--- config.mk ---
export PLATFORM = sky130hd
export DESIGN_NAME = wb_deserializer
export DESIGN_NICKNAME = d
export VERILOG_FILES = /design/src/rtl/wb_deserializer.sv
export SDC_FILE = /design/constraint.sdc
export NUM_CORES = 1
export LEC_CHECK = 0
export BUFFER_PORTS_ARGS = -buffer_cell sky130_fd_sc_hd__clkbuf_2
export CORE_AREA = 5 5 83 85
export DETAILED_ROUTE_END_ITERATION = 12
export DIE_AREA = 0 0 88 90
export GPL_TIMING_DRIVEN = 1
export PLACE_DENSITY = 0.88
export REMOVE_ABC_BUFFERS = 1
export SKIP_LAST_GASP = 1
export SYNTH_ARGS = -nofsm -noshare
export SYNTH_HDL_FRONTEND = slang
export SYNTH_SLANG_ARGS = --single-unit
--- constraint.sdc ---
create_clock -name CLK_I -period 2.5 [get_ports CLK_I]
set_clock_uncertainty 0.2 [all_clocks]
set_input_delay 0.125 -clock CLK_I [delete_from_list [all_inputs] [get_ports CLK_I]]
set_output_delay 0.125 -clock CLK_I [all_outputs]
set_load 0.1 [all_outputs]
--- src/rtl/wb_deserializer.sv ---
// wb_deserializer: receives 27-bit serial frames and exposes them through a Wishbone slave
// Ports: CLK_I clock; RST_NI async active-low reset; data_i/ena_i serial bit and frame qualifier;
//   irq_o level interrupt (VALID|OVR|FERR); CYC_I/STB_I/WE_I/ADR_I/DAT_I in, DAT_O/ACK_O/ERR_O out
//   form a zero-wait-state Wishbone slave with RXDATA(0), STATUS(1), CTRL(2).
module wb_deserializer #(
  parameter int FRAME_BITS = 27,
  parameter int SYM_BITS = 9,
  parameter int ADDR_SIZE = 2
) (
  input  logic        CLK_I,
  input  logic        RST_NI,
  input  logic        data_i,
  input  logic        ena_i,
  output logic        irq_o,
  input  logic        CYC_I,
  input  logic        STB_I,
  input  logic        WE_I,
  input  logic [31:0] ADR_I,
  input  logic [31:0] DAT_I,
  output logic [31:0] DAT_O,
  output logic        ACK_O,
  output logic        ERR_O
);
  localparam int NSYM = FRAME_BITS / SYM_BITS;
  localparam int CW = $clog2(FRAME_BITS);
  typedef enum logic {IDLE, RECV} state_t;
  state_t state_q, state_d;
  logic [CW-1:0] cnt_q, cnt_d;
  logic [FRAME_BITS-1:0] sh_q, sh_d, rx_q, rx_d, frame;
  logic valid_q, valid_d, ovr_q, ovr_d, ferr_q, ferr_d, en_q, en_d;
  logic acc, hit, rd_clr, wr_st, wr_ctrl, commit, set_ferr, keep;
  logic [ADDR_SIZE-1:0] adr;
  logic unused;
  assign unused = ^{ADR_I[31:ADDR_SIZE], DAT_I[31:3]};
  assign adr = ADR_I[ADDR_SIZE-1:0];
  // bus outputs are combinational, so gate them with reset to force zero while RST_NI is low
  assign acc = RST_NI & CYC_I & STB_I;
  assign hit = acc & (adr <= ADDR_SIZE'(2));
  assign ACK_O = hit;
  assign ERR_O = acc & ~hit;
  assign rd_clr = hit & ~WE_I & (adr == ADDR_SIZE'(0));
  assign wr_st = hit & WE_I & (adr == ADDR_SIZE'(1));
  assign wr_ctrl = hit & WE_I & (adr == ADDR_SIZE'(2));
  assign irq_o = valid_q | ovr_q | ferr_q;
  always_comb begin
    DAT_O = !hit ? 32'd0 :
            adr == ADDR_SIZE'(0) ? 32'(rx_q[NSYM*SYM_BITS-1:0]) :
            adr == ADDR_SIZE'(1) ? {29'd0, ferr_q, ovr_q, valid_q} : {31'd0, en_q};
  end
  always_comb begin
    state_d = state_q;
    cnt_d = cnt_q;
    sh_d = sh_q;
    commit = 1'b0;
    set_ferr = 1'b0;
    frame = {sh_q[FRAME_BITS-2:0], data_i};
    if (state_q == IDLE) begin
      if (ena_i && en_q) begin
        state_d = RECV;
        sh_d = frame;
        cnt_d = CW'(1);
      end
    end else if (!en_q) begin
      state_d = IDLE;
      cnt_d = '0;
    end else if (ena_i) begin
      sh_d = frame;
      cnt_d = cnt_q + 1'b1;
      if (cnt_q == CW'(FRAME_BITS - 1)) begin
        commit = 1'b1;
        cnt_d = '0;
        state_d = IDLE;
      end
    end else begin
      set_ferr = 1'b1;
      cnt_d = '0;
      state_d = IDLE;
    end
  end
  // keep: VALID survives this edge, so a commit now is an overrun rather than a store
  assign keep = valid_q & ~rd_clr;
  always_comb begin
    valid_d = keep | commit;
    rx_d = commit && !keep ? frame : rx_q;
    ovr_d = (ovr_q & ~(wr_st & DAT_I[1])) | (commit & keep);
    ferr_d = (ferr_q & ~(wr_st & DAT_I[2])) | set_ferr;
    en_d = wr_ctrl ? DAT_I[0] : en_q;
  end
  always_ff @(posedge CLK_I or negedge RST_NI) begin
    if (!RST_NI) begin
      state_q <= IDLE;
      cnt_q <= '0;
      sh_q <= '0;
      rx_q <= '0;
      valid_q <= 1'b0;
      ovr_q <= 1'b0;
      ferr_q <= 1'b0;
      en_q <= 1'b1;
    end else begin
      state_q <= state_d;
      cnt_q <= cnt_d;
      sh_q <= sh_d;
      rx_q <= rx_d;
      valid_q <= valid_d;
      ovr_q <= ovr_d;
      ferr_q <= ferr_d;
      en_q <= en_d;
    end
  end
endmodule

==> flow_summary.html <==
<table>
<tr><th>Metric</th><th>Value</th></tr>
<tr><th colspan="2">Clocking</th></tr>
<tr><td>Cts bufs inserted</td><td>9</td></tr>
<tr><td>Root Buffer</td><td>clkbuf_8</td></tr>
<tr><td>Total clock sinks</td><td>63</td></tr>
<tr><td>Clock tree from TritonCTS</td><td>done</td></tr>
<tr><td>Deepest level of the CTS H-tree</td><td>3</td></tr>
<tr><td>Max Buffers Root-to-Sink</td><td>2</td></tr>
<tr><td>Skew-Pair Late Insertion Delay</td><td>350 ps</td></tr>
<tr><td>Reg clk slew, reported paths</td><td>~70 ps</td></tr>
<tr><th colspan="2">Critical path</th></tr>
<tr><td>Critical path startpoint category</td><td>register</td></tr>
<tr><td>Endpoint arrival time on the critical path</td><td>between 2000 and 2500 ps</td></tr>
<tr><td>CP required</td><td>roughly 2500 ps</td></tr>
<tr><td>Critical path type</td><td>register to register</td></tr>
<tr><td>Endpoint kind of the worst setup timing path</td><td>register</td></tr>
<tr><td>CP max FO</td><td>26</td></tr>
<tr><th colspan="2">Timing</th></tr>
<tr><td>Peak Freq</td><td>~470 MHz</td></tr>
<tr><td>Worst hold slack across all endpoints</td><td>between 20 and 30 ps</td></tr>
<tr><td>Hold violation total from the final report</td><td>0</td></tr>
<tr><td>TNS Setup</td><td>0 ps</td></tr>
<tr><td>Worst setup slack after layout</td><td>~380 ps</td></tr>
<tr><td>Setup-violating endpoint count in the final report</td><td>0</td></tr>
<tr><td>Slew @ Worst Pin</td><td>763.5 ps</td></tr>
<tr><td>Pins Over Slew Limit</td><td>0</td></tr>
<tr><td>Unrepaired setup endpoints after global routing</td><td>no</td></tr>
<tr><td>Slew Limit Headroom</td><td>around 49%</td></tr>
<tr><td>Shortest period the worst path allows</td><td>2124 ps</td></tr>
<tr><td>Final period util</td><td>a little over four fifths</td></tr>
<tr><th colspan="2">Yosys</th></tr>
<tr><td>Fraction of the yosys area taken by sequential cells</td><td>a little over half</td></tr>
<tr><td>Flop and latch count out of synthesis</td><td>63</td></tr>
<tr><td>Number of enable flip-flop cells after synthesis</td><td>0</td></tr>
<tr><td>Biggest area consumer among synthesized cells</td><td>dfrtp_1</td></tr>
<tr><td>Gate count of the mapped netlist</td><td>266</td></tr>
<tr><td>Post-synthesis mux area share</td><td>about 15%</td></tr>
<tr><td>Xor/xnor cell area share of the yosys netlist</td><td>less than 1%</td></tr>
<tr><td>Adder and majority gate portion of the synthesized area</td><td>less than 1%</td></tr>
<tr><td>Async set-reset flop share out of synthesis</td><td>100.0%</td></tr>
<tr><td>Synth Warn #</td><td>0</td></tr>
<tr><td>Share of the synthesized area in the top cell type</td><td>53.54%</td></tr>
<tr><td>Top area cells in the synthesized netlist</td><td>dfrtp_1 54%, nand2_1 11%, mux2_4 10%</td></tr>
<tr><td>Main combinational cell family by area after synthesis</td><td>simple AND/OR/NAND/NOR gates</td></tr>
<tr><td>Area fraction in compound gates after synthesis</td><td>approximately 3.4%</td></tr>
<tr><td>Most used flip-flop cell after synthesis</td><td>dfrtp_1</td></tr>
<tr><td>Synthesized area per cell</td><td>between 10 and 15 um^2</td></tr>
<tr><td>Post-synthesis cell type count</td><td>35</td></tr>
<tr><td>Synth Area in Simple Gates</td><td>21.33%</td></tr>
<tr><td>Cell area after synthesis</td><td>slightly below 3000 um^2</td></tr>
<tr><th colspan="2">Min path</th></tr>
<tr><td>HP Class</td><td>primary input to register</td></tr>
<tr><th colspan="2">Global routing</th></tr>
<tr><td>Pin count of the biggest net entering global routing</td><td>between 60 and 70</td></tr>
<tr><td>Leftover overflow at the end of global routing</td><td>0</td></tr>
<tr><td>Number of global-route vias before repair</td><td>2019</td></tr>
<tr><td>Global Route Usage Sum</td><td>between 15 and 20%</td></tr>
<tr><td>Initial antenna violation count</td><td>0</td></tr>
<tr><td>First-pass GRT wire length</td><td>between 9000 and 10000 um</td></tr>
<tr><th colspan="2">Pwr</th></tr>
<tr><td>Power, Total</td><td>between 2 and 2.5 mW</td></tr>
<tr><td>Leakage dissipation</td><td>1.948 nW</td></tr>
<tr><td>Peak supply drop</td><td>around 0.27 mV</td></tr>
<tr><td>Power per Cell Area</td><td>around 600 nW/um^2</td></tr>
<tr><th colspan="2">Cells and area</th></tr>
<tr><td>Ratio of cells with drive above 1 in the final layout</td><td>between 20% and 30%</td></tr>
<tr><td>Number of fill cells in the layout</td><td>between 400 and 500</td></tr>
<tr><td>Sequential cell area in the final layout</td><td>~1600 um^2</td></tr>
<tr><td>Post-route insts no fill</td><td>400</td></tr>
<tr><td>Count of inserted antenna diode cells</td><td>0</td></tr>
<tr><td>Commonest non-fill, non-tap cell in the layout</td><td>nand2_1</td></tr>
<tr><td>Count of nets after finishing</td><td>around 390</td></tr>
<tr><td>Post-Route Utilization</td><td>62.93%</td></tr>
<tr><td>Post-route cell area</td><td>3859 um^2</td></tr>
<tr><td>Area growth from synthesis to final layout</td><td>33.16%</td></tr>
<tr><td>Area of the multi-input gates</td><td>about 1200 um^2</td></tr>
<tr><td>Commonest cells after routing, fill and taps aside</td><td>85 x nand2_1, 62 x dfrtp_1, 30 x buf_12</td></tr>
<tr><th colspan="2">Status</th></tr>
<tr><td>Result of the run</td><td>completed</td></tr>
<tr><th colspan="2">Floorplanning</th></tr>
<tr><td>DIE AREA</td><td>7920 um^2</td></tr>
<tr><td>Chip width</td><td>slightly below 90 um</td></tr>
<tr><td>Die outline height</td><td>~90 um</td></tr>
<tr><td>Area of the core region</td><td>6132 um^2</td></tr>
<tr><td>Starting density of the core</td><td>between 40% and 50%</td></tr>
<tr><td>Number of placed I/O pins</td><td>between 100 and 150</td></tr>
<tr><td>Core Rows</td><td>29</td></tr>
<tr><th colspan="2">Job</th></tr>
<tr><td>Max cap viols</td><td>0</td></tr>
<tr><th colspan="2">Detailed routing</th></tr>
<tr><td>Number of design-rule violations left by the first detailed-router iteration</td><td>between 150 and 200</td></tr>
<tr><td>Total vias in the final route</td><td>slightly above 2000</td></tr>
<tr><td>Number of detailed-route iterations in the first pass</td><td>4</td></tr>
<tr><td>Final routed wirelength across all metal layers</td><td>about 5800 um</td></tr>
<tr><td>Remaining design rule violation count</td><td>0</td></tr>
<tr><td>Vias per cell</td><td>between 5 and 6</td></tr>
<tr><td>Number of nets still failing antenna checks after routing</td><td>0</td></tr>
<tr><td>Wire length per cell</td><td>roughly 14 um</td></tr>
<tr><th colspan="2">Placed design</th></tr>
<tr><td>DP Wirelength</td><td>3765 um</td></tr>
<tr><td>Worst setup slack after placement</td><td>approximately 370 ps</td></tr>
<tr><td>Placed instance area</td><td>~3600 um^2</td></tr>
<tr><td>Count of buffers inserted at the top-level ports</td><td>41</td></tr>
<tr><td>Placer congestion estimate</td><td>between 0.7 and 0.8</td></tr>
<tr><td>Placed Cells incl. Taps</td><td>approximately 380</td></tr>
</table>
power by group:
part           internal, mW  switching, mW
Sequential             1.09         0.0565
Clock                 0.492          0.420
Combinational        0.0788          0.215
Total                  1.66          0.691
cell usage after synthesis (2+ instances only):
cell,number
a21o_1,2
a21oi_1,2
and2_1,25
buf_1,2
buf_12,2
buf_4,5
buf_6,2
clkbuf_1,6
dfrtp_1,62
ha_1,2
inv_1,3
mux2_2,8
mux2_4,20
mux2i_1,3
nand2_1,85
nand3_1,5
nor2_1,10
nor3_1,2
o21ai_0,4
final timing paths:
kind | startpoint | endpoint | slack, ps | cells past startpoint
setup / recovery | cnt_q[0]$_DFFE_PN0P_ | rx_q[5]$_DFFE_PN0P_ | 380 | 6
hold / removal | STB_I | ovr_q$_DFF_PN0_ | 30 | 4
setup reg to reg | cnt_q[0]$_DFFE_PN0P_ | rx_q[5]$_DFFE_PN0P_ | 380 | 6
hold reg to reg | sh_q[25]$_DFFE_PN0P_ | sh_q[25]$_DFFE_PN0P_ | 290 | 2
max in group asynchronous | RST_NI | cnt_q[2]$_DFFE_PN0P_ | 1210 | 3
min in group asynchronous | RST_NI | ferr_q$_DFF_PN0_ | 400 | 3
logic make-up (layout without fill, tap and decap cells):
group,count (synthesis),after routing
simple gates,134,134
buf+inv,21,74
fa+ha+maj,2,2
compound gates,13,13
xor+xnor,1,1
mux,31,31
other cells,1,5
flops,63,63
cell type report:
| cell class | count | share of cell area [%] |
|---|---|---|
| sequential | 63 | 40.89 |
| multi-input combinational | 186 | 30.80 |
| timing repair buffer | 55 | 20.17 |
| clock buffer | 10 | 3.567 |
| tap | 77 | 2.497 |
| clock inverter | 6 | 1.783 |
| inverter | 3 | 0.2918 |
layer usage:
layer	global-route usage, %	share of wire [%]	wire length [um]
met2	26.13	53	3072
met4	7.161	2.1	123
met1	18.70	40	2334
met5	0	0	0
met3	6.581	4.6	269
state kept, by name, summed over array words and instances, names as in the netlist:
name     count
rx_q        27
en_q         1
ovr_q        1
cnt_q        5
state_q      1
ferr_q       1
sh_q        26
valid_q      1
critical path: stages (launching register included):
cell and delay, ps:
dfrtp_1 400, inv_1 100, ha_1 150, and4b_1 260, and4_1 300, buf_12 230
mux2_2 360
repair_timing:
item,in CTS,in global routing
gates resized for setup,0,0
setup buffers,0,0
endpoints found under the hold margin,68,0
endpoints found under the setup margin,0,0
hold buffers,8,0
(Power assumes the default switching activity.)
